File: config.mk
export PLATFORM = sky130hd
export DESIGN_NAME = ntt_stream_core
export DESIGN_NICKNAME = d
export VERILOG_FILES = /design/src/rtl/ntt_stream_core.sv
export SDC_FILE = /design/constraint.sdc
export NUM_CORES = 2
export LEC_CHECK = 0
export ABC_AREA = 1
export CORE_ASPECT_RATIO = 0.5
export CORE_MARGIN = 4
export CORE_UTILIZATION = 50
export CTS_BUF_LIST = sky130_fd_sc_hd__clkbuf_4 sky130_fd_sc_hd__clkbuf_8
export CTS_CLUSTER_DIAMETER = 40
export CTS_CLUSTER_SIZE = 12
export DETAILED_ROUTE_END_ITERATION = 7
export PLACE_DENSITY_LB_ADDON = 0.3
export SLEW_MARGIN = 20
export SYNTH_ARGS = -nofsm -noshare
export SYNTH_HDL_FRONTEND = slang
export SYNTH_SLANG_ARGS = --single-unit
File: constraint.sdc
create_clock -name clk -period 12.5 [get_ports clk]
set_clock_uncertainty 0.2 [all_clocks]
set_input_delay 3.125 -clock clk [delete_from_list [all_inputs] [get_ports clk]]
set_output_delay 3.125 -clock clk [all_outputs]
set_load 0.01 [all_outputs]
File: src/rtl/ntt_stream_core.sv
// ntt_stream_core
//   Walks a vector of cfg_len words: reads each word at src + i*STRIDE, applies
//   an element op (COPY, ADD mod Q, SUB mod Q, XOR with operand B) and writes
//   the result to dst + i*STRIDE through a req/gnt/valid memory port.
//   A read that sees no mem_valid for TIMEOUT cycles aborts the task with err.
// Ports
//   clk, rst          clock, synchronous active-high reset
//   start, cfg_*      task request (taken only while ready) and its configuration
//   ready             idle, able to accept start
//   done              one-cycle pulse at task end (normal or aborted)
//   err               last task aborted on read timeout; cleared by the next accepted start
//   mem_req/we/addr/wdata, mem_gnt, mem_valid, mem_rdata   memory port
//   op_count          tasks completed since reset
//   word_count        words written in the current/last task
module ntt_stream_core #(
  parameter int CORE_ID = 0,
  parameter int DATA_W  = 64,
  parameter int ADDR_W  = 64,
  parameter int LEN_W   = 16,
  parameter int STRIDE  = 8,
  parameter int TIMEOUT = 255
) (
  input  logic              clk,
  input  logic              rst,
  input  logic              start,
  input  logic [ADDR_W-1:0] cfg_src,
  input  logic [ADDR_W-1:0] cfg_dst,
  input  logic [LEN_W-1:0]  cfg_len,
  input  logic [1:0]        cfg_mode,
  input  logic [DATA_W-1:0] cfg_operand,
  input  logic [DATA_W-1:0] cfg_modulus,
  output logic              ready,
  output logic              done,
  output logic              err,
  output logic              mem_req,
  output logic              mem_we,
  output logic [ADDR_W-1:0] mem_addr,
  output logic [DATA_W-1:0] mem_wdata,
  input  logic              mem_gnt,
  input  logic              mem_valid,
  input  logic [DATA_W-1:0] mem_rdata,
  output logic [63:0]       op_count,
  output logic [LEN_W-1:0]  word_count
);

  // CORE_ID is only a tag for debug messages in simulation models.
  localparam int unused_core_id = CORE_ID;

  // tmo counts 0..TIMEOUT-1; reaching the last value without data aborts.
  localparam int                TMO_W      = (TIMEOUT < 2) ? 1 : $clog2(TIMEOUT);
  localparam logic [TMO_W-1:0]  TMO_LAST   = TMO_W'(TIMEOUT - 1);
  localparam logic [ADDR_W-1:0] STRIDE_INC = ADDR_W'(STRIDE);

  typedef enum logic [2:0] {IDLE, RD_REQ, RD_DATA, COMPUTE, WR_REQ, ISSUE_RD} state_t;

  state_t            state_reg, state_next;
  logic              ready_reg, ready_next;
  logic              done_reg, done_next;
  logic              err_reg, err_next;
  logic              req_reg, req_next;
  logic              we_reg, we_next;
  logic [ADDR_W-1:0] addr_reg, addr_next;
  logic [DATA_W-1:0] wdata_reg, wdata_next;
  logic [63:0]       op_count_reg, op_count_next;
  logic [LEN_W-1:0]  word_count_reg, word_count_next;
  logic [LEN_W-1:0]  idx_reg, idx_next;
  // Running i*STRIDE, so no multiplier is needed for the address.
  logic [ADDR_W-1:0] offset_reg, offset_next;
  logic [TMO_W-1:0]  tmo_reg, tmo_next;
  logic [ADDR_W-1:0] src_reg, src_next;
  logic [ADDR_W-1:0] dst_reg, dst_next;
  logic [LEN_W-1:0]  len_reg, len_next;
  logic [1:0]        mode_reg, mode_next;
  logic [DATA_W-1:0] operand_reg, operand_next;
  logic [DATA_W-1:0] modulus_reg, modulus_next;
  logic [DATA_W-1:0] a_reg, a_next;

  // Element op on the captured word A.
  logic [DATA_W:0]   sum;
  logic [DATA_W-1:0] diff;
  logic [DATA_W-1:0] op_result;

  always_comb begin
    sum = {1'b0, a_reg} + {1'b0, operand_reg};
    if ((modulus_reg != '0) && (sum >= {1'b0, modulus_reg})) begin
      sum = sum - {1'b0, modulus_reg};
    end
    diff = a_reg - operand_reg;
    // With Q=0 this adds nothing, leaving the natural 2^DATA_W wrap.
    if (a_reg < operand_reg) begin
      diff = diff + modulus_reg;
    end
    case (mode_reg)
      2'd0:    op_result = a_reg;
      2'd1:    op_result = sum[DATA_W-1:0];
      2'd2:    op_result = diff;
      default: op_result = a_reg ^ operand_reg;
    endcase
  end

  always_comb begin
    state_next      = state_reg;
    ready_next      = ready_reg;
    done_next       = 1'b0;
    err_next        = err_reg;
    req_next        = req_reg;
    we_next         = we_reg;
    addr_next       = addr_reg;
    wdata_next      = wdata_reg;
    op_count_next   = op_count_reg;
    word_count_next = word_count_reg;
    idx_next        = idx_reg;
    offset_next     = offset_reg;
    tmo_next        = tmo_reg;
    src_next        = src_reg;
    dst_next        = dst_reg;
    len_next        = len_reg;
    mode_next       = mode_reg;
    operand_next    = operand_reg;
    modulus_next    = modulus_reg;
    a_next          = a_reg;

    case (state_reg)
      IDLE: begin
        if (start) begin
          src_next        = cfg_src;
          dst_next        = cfg_dst;
          len_next        = cfg_len;
          mode_next       = cfg_mode;
          operand_next    = cfg_operand;
          modulus_next    = cfg_modulus;
          err_next        = 1'b0;
          word_count_next = '0;
          idx_next        = '0;
          offset_next     = '0;
          if (cfg_len == '0) begin
            // Empty task: completes immediately without touching memory.
            done_next     = 1'b1;
            op_count_next = op_count_reg + 64'd1;
          end else begin
            ready_next = 1'b0;
            req_next   = 1'b1;
            we_next    = 1'b0;
            addr_next  = cfg_src;
            state_next = RD_REQ;
          end
        end
      end
      RD_REQ: begin
        if (mem_gnt) begin
          req_next   = 1'b0;
          tmo_next   = '0;
          state_next = RD_DATA;
        end
      end
      RD_DATA: begin
        if (mem_valid) begin
          a_next     = mem_rdata;
          state_next = COMPUTE;
        end else if (tmo_reg == TMO_LAST) begin
          err_next      = 1'b1;
          done_next     = 1'b1;
          ready_next    = 1'b1;
          op_count_next = op_count_reg + 64'd1;
          state_next    = IDLE;
        end else begin
          tmo_next = tmo_reg + 1'b1;
        end
      end
      COMPUTE: begin
        wdata_next = op_result;
        req_next   = 1'b1;
        we_next    = 1'b1;
        addr_next  = dst_reg + offset_reg;
        state_next = WR_REQ;
      end
      WR_REQ: begin
        if (mem_gnt) begin
          req_next        = 1'b0;
          word_count_next = word_count_reg + 1'b1;
          if (idx_reg == len_reg - 1'b1) begin
            done_next     = 1'b1;
            ready_next    = 1'b1;
            op_count_next = op_count_reg + 64'd1;
            state_next    = IDLE;
          end else begin
            idx_next    = idx_reg + 1'b1;
            offset_next = offset_reg + STRIDE_INC;
            state_next  = ISSUE_RD;
          end
        end
      end
      ISSUE_RD: begin
        // Separate state keeps mem_req low for a cycle between requests.
        req_next   = 1'b1;
        we_next    = 1'b0;
        addr_next  = src_reg + offset_reg;
        state_next = RD_REQ;
      end
      default: state_next = IDLE;
    endcase
  end

  always_ff @(posedge clk) begin
    if (rst) begin
      state_reg      <= IDLE;
      ready_reg      <= 1'b1;
      done_reg       <= 1'b0;
      err_reg        <= 1'b0;
      req_reg        <= 1'b0;
      we_reg         <= 1'b0;
      addr_reg       <= '0;
      wdata_reg      <= '0;
      op_count_reg   <= '0;
      word_count_reg <= '0;
      idx_reg        <= '0;
      offset_reg     <= '0;
      tmo_reg        <= '0;
      src_reg        <= '0;
      dst_reg        <= '0;
      len_reg        <= '0;
      mode_reg       <= '0;
      operand_reg    <= '0;
      modulus_reg    <= '0;
      a_reg          <= '0;
    end else begin
      state_reg      <= state_next;
      ready_reg      <= ready_next;
      done_reg       <= done_next;
      err_reg        <= err_next;
      req_reg        <= req_next;
      we_reg         <= we_next;
      addr_reg       <= addr_next;
      wdata_reg      <= wdata_next;
      op_count_reg   <= op_count_next;
      word_count_reg <= word_count_next;
      idx_reg        <= idx_next;
      offset_reg     <= offset_next;
      tmo_reg        <= tmo_next;
      src_reg        <= src_next;
      dst_reg        <= dst_next;
      len_reg        <= len_next;
      mode_reg       <= mode_next;
      operand_reg    <= operand_next;
      modulus_reg    <= modulus_next;
      a_reg          <= a_next;
    end
  end

  assign ready      = ready_reg;
  assign done       = done_reg;
  assign err        = err_reg;
  assign mem_req    = req_reg;
  assign mem_we     = we_reg;
  assign mem_addr   = addr_reg;
  assign mem_wdata  = wdata_reg;
  assign op_count   = op_count_reg;
  assign word_count = word_count_reg;

endmodule

Word level (Yosys, flattened, before mapping)
Cells that the tools add are included.

ROM bits: 0. Memories: 0. Register bits: 642. Bits in latches: 0. RAM bits: 0. Output and inout port bits: 213. Logic and storage cells: 136. Input bits: 343.

Shift operators: 0. Equal/unequal tests: 21. Magnitude comparators: 2. Muxes and demuxes: 56. Bitwise gates (word level): 1. Reduce and logical (&&, ||, !) cells: 24. Multiply operators: 0. Add/subtract/negate cells: 12. Divide/modulo/power cells: 0.

Operators with widths (count): two-way mux 64 bit (13); case mux 64 bit (3 select lines) (3); adder 64 bit (3); case mux 64 bit (2 select lines) (1); subtractor 64 bit (2); adder 64 x 64 -> 65 bit (1); greater-or-equal comparator 65 x 64 -> 1 bit (1); adder 64 x 1 -> 64 bit, second input constant (1); adder 64 x 4 -> 64 bit, second input constant (1); < comparator 64 bit (1); two-way mux 16 bit (4); case mux 16 bit (2 select lines) (2); nonzero test 64 bit (1); XOR 64 bit (1); adder 16 x 1 -> 16 bit, second input constant (2); two-way mux 8 bit (3); two-way mux 3 bit (7); != test 2 bit, second input constant (10); case mux 3 bit (6 select lines) (1); == test 16 bit (1); zero test 16 bit (1); two-way mux 1 bit (16); case mux 8 bit (2 select lines) (1); AND reduction 4 bit (4); 22 further kinds (35).

Depth between registers and ports, before layout
Depth in word-level cells: 5. Gate-level depth with buffers: 37. Depth with buffers taken out: 36.

Worst setup path before layout
Ideal clock, no wire load.

Kind: input to register. Start: input cfg_len[7]. End: register op_count_reg[54] (netlist: op_count[54]). Cell stages on the path: 11. Path slack: 7665 ps. Buffers on the path: 2. Data required time: 12235 ps. Arrival time: 4570 ps. Setup time: 65 ps. Path through: nor4_1 > and2_1 > nand2_1 > inv_1 > nor2_1 > nor2_1 > nand4_2 > buf_6 > buf_6 > o21a_1 > nor2_1.

Longest elaborated chain between the ends: 3.

RTL lines: start: declaration (RTL line 28) `input logic [LEN_W-1:0] cfg_len,`; zero test 16 bit (RTL line 136) `if (cfg_len == '0) begin`; != test 2 bit (no line); AND reduction 7 bit (no line); end signal: assignment (RTL line 235) `op_count_reg <= op_count_next;`; end: declaration (RTL line 64) `logic [63:0] op_count_reg, op_count_next;`.

Every way passes these cells. A chain may end at the register's enable or synchronous reset.

Worst setup path in the final report
Start: register a_reg[53]. End: register wdata_reg[56] (netlist: mem_wdata[56]).

Longest elaborated chain between the ends: 5. Elaborated cells on any way between the ends: 10. Classes of those cells: 4 x add/sub; 2 x order compare; 3 x mux; 1 x reduce/logical.

RTL lines: start: declaration (RTL line 76) `logic [DATA_W-1:0] a_reg, a_next;`; start signal: assignment (RTL line 246) `a_reg <= a_next;`; adder 64 x 64 -> 65 bit (RTL line 84) `sum = {1'b0, a_reg} + {1'b0, operand_reg};`; greater-or-equal comparator 65 x 64 -> 1 bit (RTL line 85) `if ((modulus_reg != '0) && (sum >= {1'b0, modulus_reg})) begin`; logical AND 1 bit (RTL line 85); two-way mux 64 bit (RTL line 85); case mux 64 bit (3 select lines) * (RTL line 93) `case (mode_reg)`; end signal: assignment (RTL line 234) `wdata_reg <= wdata_next;`; end: declaration (RTL line 63) `logic [DATA_W-1:0] wdata_reg, wdata_next;`.

Mark *: on every way between the ends. The rest lies on a longest branch, timed or not.

==> metrics.txt <==
Routed WL 292 mm; number of endpoints with negative hold slack in the final report 0; CTS max path bufs 3; WL per Instance 25.0 microns; row count 87; element type at the critical path start flip-flop; most frequently used flop master after synthesis sky130_fd_sc_hd__dfxtp_1; count of vias placed by the detailed router 69900; Netlist cell types 59; number of standard cells after synthesis 9754; GRT Residual Overflow 0; kind of critical path flip-flop to flip-flop; synthesized-area fraction occupied by xor and xnor cells 4.49%; # fillers 11600; port buffer count 555; post-synthesis sequential area ratio 22.4%; die height 247 microns; number of H-tree levels 3; total negative slack for setup checks 0 ps; combined global-route utilization of all metal layers 46.2%; detail-routed via count per cell 5.99; clk root buf sky130_fd_sc_hd__clkbuf_8; Resize count post-CTS 0; violation count after the first detailed-routing iteration 9496; CP Capture Type flip-flop; I/O Pins 556; unrepaired setup endpoints after global routing no; Die Outline Area 120000 sq um; complex-gate fraction of the synthesized area 19.0%; setup slack of the most critical reg-to-reg path 5350 ps; clk sinks 639; Relative slew margins 20.0%; leakage 29.4 nW; area overhead of the layout relative to synthesis 14.0%; data arrival time of the critical path 7660 ps; worst-margin pin slew 1200 ps; placed instance count 11500; DRT antenna net count 0; pin count of the biggest net entering global routing 132; run status finished with violations; Seq cells post-synth 639; Hold Buf Count CTS 0; wire length of the first global-routing pass 413 mm; sequential cell area 12800 sq um; Worst VDD drop 0.000230 V; beginning of the worst register-to-register path a_reg[53]; capture endpoint of the worst hold path src_reg[41]; Slowest cell on crit path sky130_fd_sc_hd__nand2_4; buffers plus inverters on the worst setup path 2; placeable core region 113000 sq um; RD Place Congestion 1.09; DIE WIDTH 486 microns; post-route fraction of the period consumed by the critical path 57.2%; total number of nets in the final design 10700; total power per unit cell area 303 nW/um^2; number of buffers created by CTS 87; final setup violation count 0; number of iterations in the first detailed-routing pass 8; launch instance of the worst min-delay path src_reg[41]; number of flops mapped to enable cells by yosys 0; area taken by multi-input logic gates 37800 sq um; net count of the mapped netlist 10400; maximum clock frequency 0.140 GHz; clock network latency to the later pin of the worst-skew pair 860 ps; proportion of layout cells with a drive suffix above 1 4.06%; remaining design rule violation count 3; clock tree from TritonCTS yes; Yosys warnings 0; time the final worst path needs with I/O delays and setup 7150 ps; arithmetic-cell share of the synthesized area counting full adders, half adders and majority gates 7.21%; Final HPWL DP 238 mm; Syn Area/Cell 5.86 sq um; area of the mapped netlist 57200 sq um; max-capacitance violation count 0; largest family of logic cells by synthesized area simple AND/OR/NAND/NOR gates; initial core utilization 50.6%; number of stages on the worst hold path 2; post-synthesis share of cell area spent on and, or, nand and nor gates 35.2%; Crit Reg-Reg Endpoint mem_wdata[56]; largest driver fanout on the critical path 63; Crit path largest cell delay 760 ps; number of global-route vias before repair 64200; number of antenna violations at the first check in global routing 32; number of post-CTS setup repair buffers 0; Tightest Hold Check Type flip-flop to flip-flop; proportion of synthesized area in mux cells 0%; Async S/R FF share, synth 0%; Worst Reg-to-Reg Cells 25; WP data required 13010 ps; Clock Pin Slew Worst Setup and Hold Paths 90 ps; violations in the final reports DRC; final cell count without fillers 11700; count of final max-slew check failures 0; Worst path most repeated cell sky130_fd_sc_hd__a21oi_1; Top Family by Delay on Critical Path simple AND/OR/NAND/NOR gates
[synthesized netlist by cell type, types with 3 or more instances]
master / instances / area share, %
sky130_fd_sc_hd__a211oi_1: 4 / 0.053
sky130_fd_sc_hd__a21boi_0: 6 / 0.079
sky130_fd_sc_hd__a21o_1: 25 / 0.33
sky130_fd_sc_hd__a21oi_1: 1039 / 9.1
sky130_fd_sc_hd__a21oi_2: 48 / 0.74
sky130_fd_sc_hd__a221oi_1: 3 / 0.046
sky130_fd_sc_hd__a31oi_1: 17 / 0.19
sky130_fd_sc_hd__and2_1: 8 / 0.088
sky130_fd_sc_hd__and3_1: 4 / 0.044
sky130_fd_sc_hd__buf_1: 13 / 0.085
sky130_fd_sc_hd__buf_2: 75 / 0.66
sky130_fd_sc_hd__buf_4: 33 / 0.43
sky130_fd_sc_hd__buf_6: 10 / 0.20
sky130_fd_sc_hd__buf_8: 3 / 0.079
sky130_fd_sc_hd__clkbuf_1: 217 / 1.4
sky130_fd_sc_hd__clkinv_1: 3 / 0.020
sky130_fd_sc_hd__dfxtp_1: 639 / 22
sky130_fd_sc_hd__dlygate4sd1_1: 3 / 0.046
sky130_fd_sc_hd__fa_1: 4 / 0.14
sky130_fd_sc_hd__ha_1: 323 / 7.1
sky130_fd_sc_hd__inv_1: 1276 / 8.4
sky130_fd_sc_hd__inv_2: 42 / 0.28
sky130_fd_sc_hd__nand2_1: 2455 / 16
sky130_fd_sc_hd__nand2_2: 16 / 0.18
sky130_fd_sc_hd__nand3_1: 551 / 4.8
sky130_fd_sc_hd__nand3_2: 48 / 0.84
sky130_fd_sc_hd__nand3b_1: 24 / 0.32
sky130_fd_sc_hd__nand4_1: 187 / 2.0
sky130_fd_sc_hd__nor2_1: 1213 / 8.0
sky130_fd_sc_hd__nor2_2: 27 / 0.30
sky130_fd_sc_hd__nor2_4: 5 / 0.098
sky130_fd_sc_hd__nor3_1: 129 / 1.1
sky130_fd_sc_hd__nor3_2: 11 / 0.19
sky130_fd_sc_hd__nor3b_1: 6 / 0.079
sky130_fd_sc_hd__nor4_1: 70 / 0.77
sky130_fd_sc_hd__o211ai_1: 44 / 0.58
sky130_fd_sc_hd__o21a_1: 31 / 0.41
sky130_fd_sc_hd__o21ai_0: 745 / 6.5
sky130_fd_sc_hd__o21ai_1: 22 / 0.19
sky130_fd_sc_hd__o21bai_1: 56 / 0.74
sky130_fd_sc_hd__o221ai_1: 3 / 0.046
sky130_fd_sc_hd__or2_2: 4 / 0.044
sky130_fd_sc_hd__xnor2_1: 97 / 1.5
sky130_fd_sc_hd__xor2_1: 196 / 3.0
[worst reg2reg max path: stages, from the launching register on]
cell and delay [ps]:
sky130_fd_sc_hd__dfxtp_1 460, sky130_fd_sc_hd__ha_1 720, sky130_fd_sc_hd__inv_2 190, sky130_fd_sc_hd__a21oi_1 350
sky130_fd_sc_hd__o21ai_0 240, sky130_fd_sc_hd__a21oi_1 300, sky130_fd_sc_hd__o21ai_0 210, sky130_fd_sc_hd__a21oi_1 520
sky130_fd_sc_hd__nand3_1 140, sky130_fd_sc_hd__nand2_1 290, sky130_fd_sc_hd__inv_1 100, sky130_fd_sc_hd__ha_1 360
sky130_fd_sc_hd__a21oi_1 260, sky130_fd_sc_hd__o21ai_0 110, sky130_fd_sc_hd__a21oi_1 200, sky130_fd_sc_hd__nand2_1 90
sky130_fd_sc_hd__a21oi_1 150, sky130_fd_sc_hd__nand2_2 120, sky130_fd_sc_hd__nand2_2 100, sky130_fd_sc_hd__nand3_4 340
sky130_fd_sc_hd__nand2_4 790, sky130_fd_sc_hd__nand2_1 400, sky130_fd_sc_hd__nand3_1 150, sky130_fd_sc_hd__nand3_1 80
sky130_fd_sc_hd__nand2_1 90, sky130_fd_sc_hd__a21oi_2 50
[per-stage QoR]
step	power, mW	cell area (sq um)	setup slack [ps]	utilization [%]	hold WS (ps)
floorplan	11.7	57200	7660	-	225
global placement	16.8	63300	5800	56.0	233
detailed placement	16.8	63300	5800	56.0	239
CTS	18.7	65200	5890	57.6	251
global route	20.6	65200	5390	57.7	269
finish	19.7	65200	5350	57.7	249
[worst max-delay path by stage]
| stage | from | to | slack (ps) | depth (start not counted) |
|---|---|---|---|---|
| after floorplan | cfg_len[7] | op_count[54] | 7660 | 11 |
| after global placement | start | offset_reg[8] | 5800 | 12 |
| after detailed placement | start | offset_reg[8] | 5800 | 12 |
| after CTS | a_reg[54] | mem_wdata[39] | 5890 | 28 |
| after global routing | operand_reg[20] | mem_wdata[39] | 5390 | 30 |
| final | a_reg[53] | mem_wdata[56] | 5350 | 25 |
[kinds of logic after synthesis]
family	Yosys count
XOR/XNOR	293
adder cells (fa/ha/maj)	327
AND/OR/NAND/NOR	4770
flip-flops	639
other	1
AO/OA/AOI/OAI	2046
buffers and inverters	1678
[area by class of cell]
type,count,area share (%)
antenna,16,0.0614
clock buffer,100,2.03
clock inverter,48,0.806
inverter,1321,7.64
multi-input combinational,7437,58.0
sequential,639,19.6
tap,1513,2.90
timing repair buffer,590,8.96
[report_power, final]
group          leakage, nW  internal [mW]  switching, mW
sequential            5.22           2.46          0.307
combinational         23.2           3.87           11.2
clock                0.932          0.848           1.02
total                 29.4           7.18           12.6
[cell usage in the layout (no fill, tap or decap), types with 31 or more instances in the layout]
cell,count
sky130_fd_sc_hd__a21oi_1,1039
sky130_fd_sc_hd__a21oi_2,48
sky130_fd_sc_hd__buf_4,32
sky130_fd_sc_hd__clkbuf_8,92
sky130_fd_sc_hd__clkdlybuf4s50_1,554
sky130_fd_sc_hd__dfxtp_1,639
sky130_fd_sc_hd__ha_1,323
sky130_fd_sc_hd__inv_1,1274
sky130_fd_sc_hd__inv_2,40
sky130_fd_sc_hd__nand2_1,2453
sky130_fd_sc_hd__nand3_1,551
sky130_fd_sc_hd__nand3_2,48
sky130_fd_sc_hd__nand4_1,187
sky130_fd_sc_hd__nor2_1,1207
sky130_fd_sc_hd__nor3_1,129
sky130_fd_sc_hd__nor4_1,69
sky130_fd_sc_hd__o211ai_1,44
sky130_fd_sc_hd__o21a_1,31
sky130_fd_sc_hd__o21ai_0,745
sky130_fd_sc_hd__o21bai_1,56
sky130_fd_sc_hd__xnor2_1,97
sky130_fd_sc_hd__xor2_1,196
[metal layers]
layer	global-route usage (%)	vias up	share of wire, %
met5	0	-	0.068
met4	25.6	24	6.6
met3	16.5	859	13
met2	69.2	4287	41
met1	57.7	32400	39
li1	-	32300	-
Note: power is estimated with default switching activity, not from simulation.
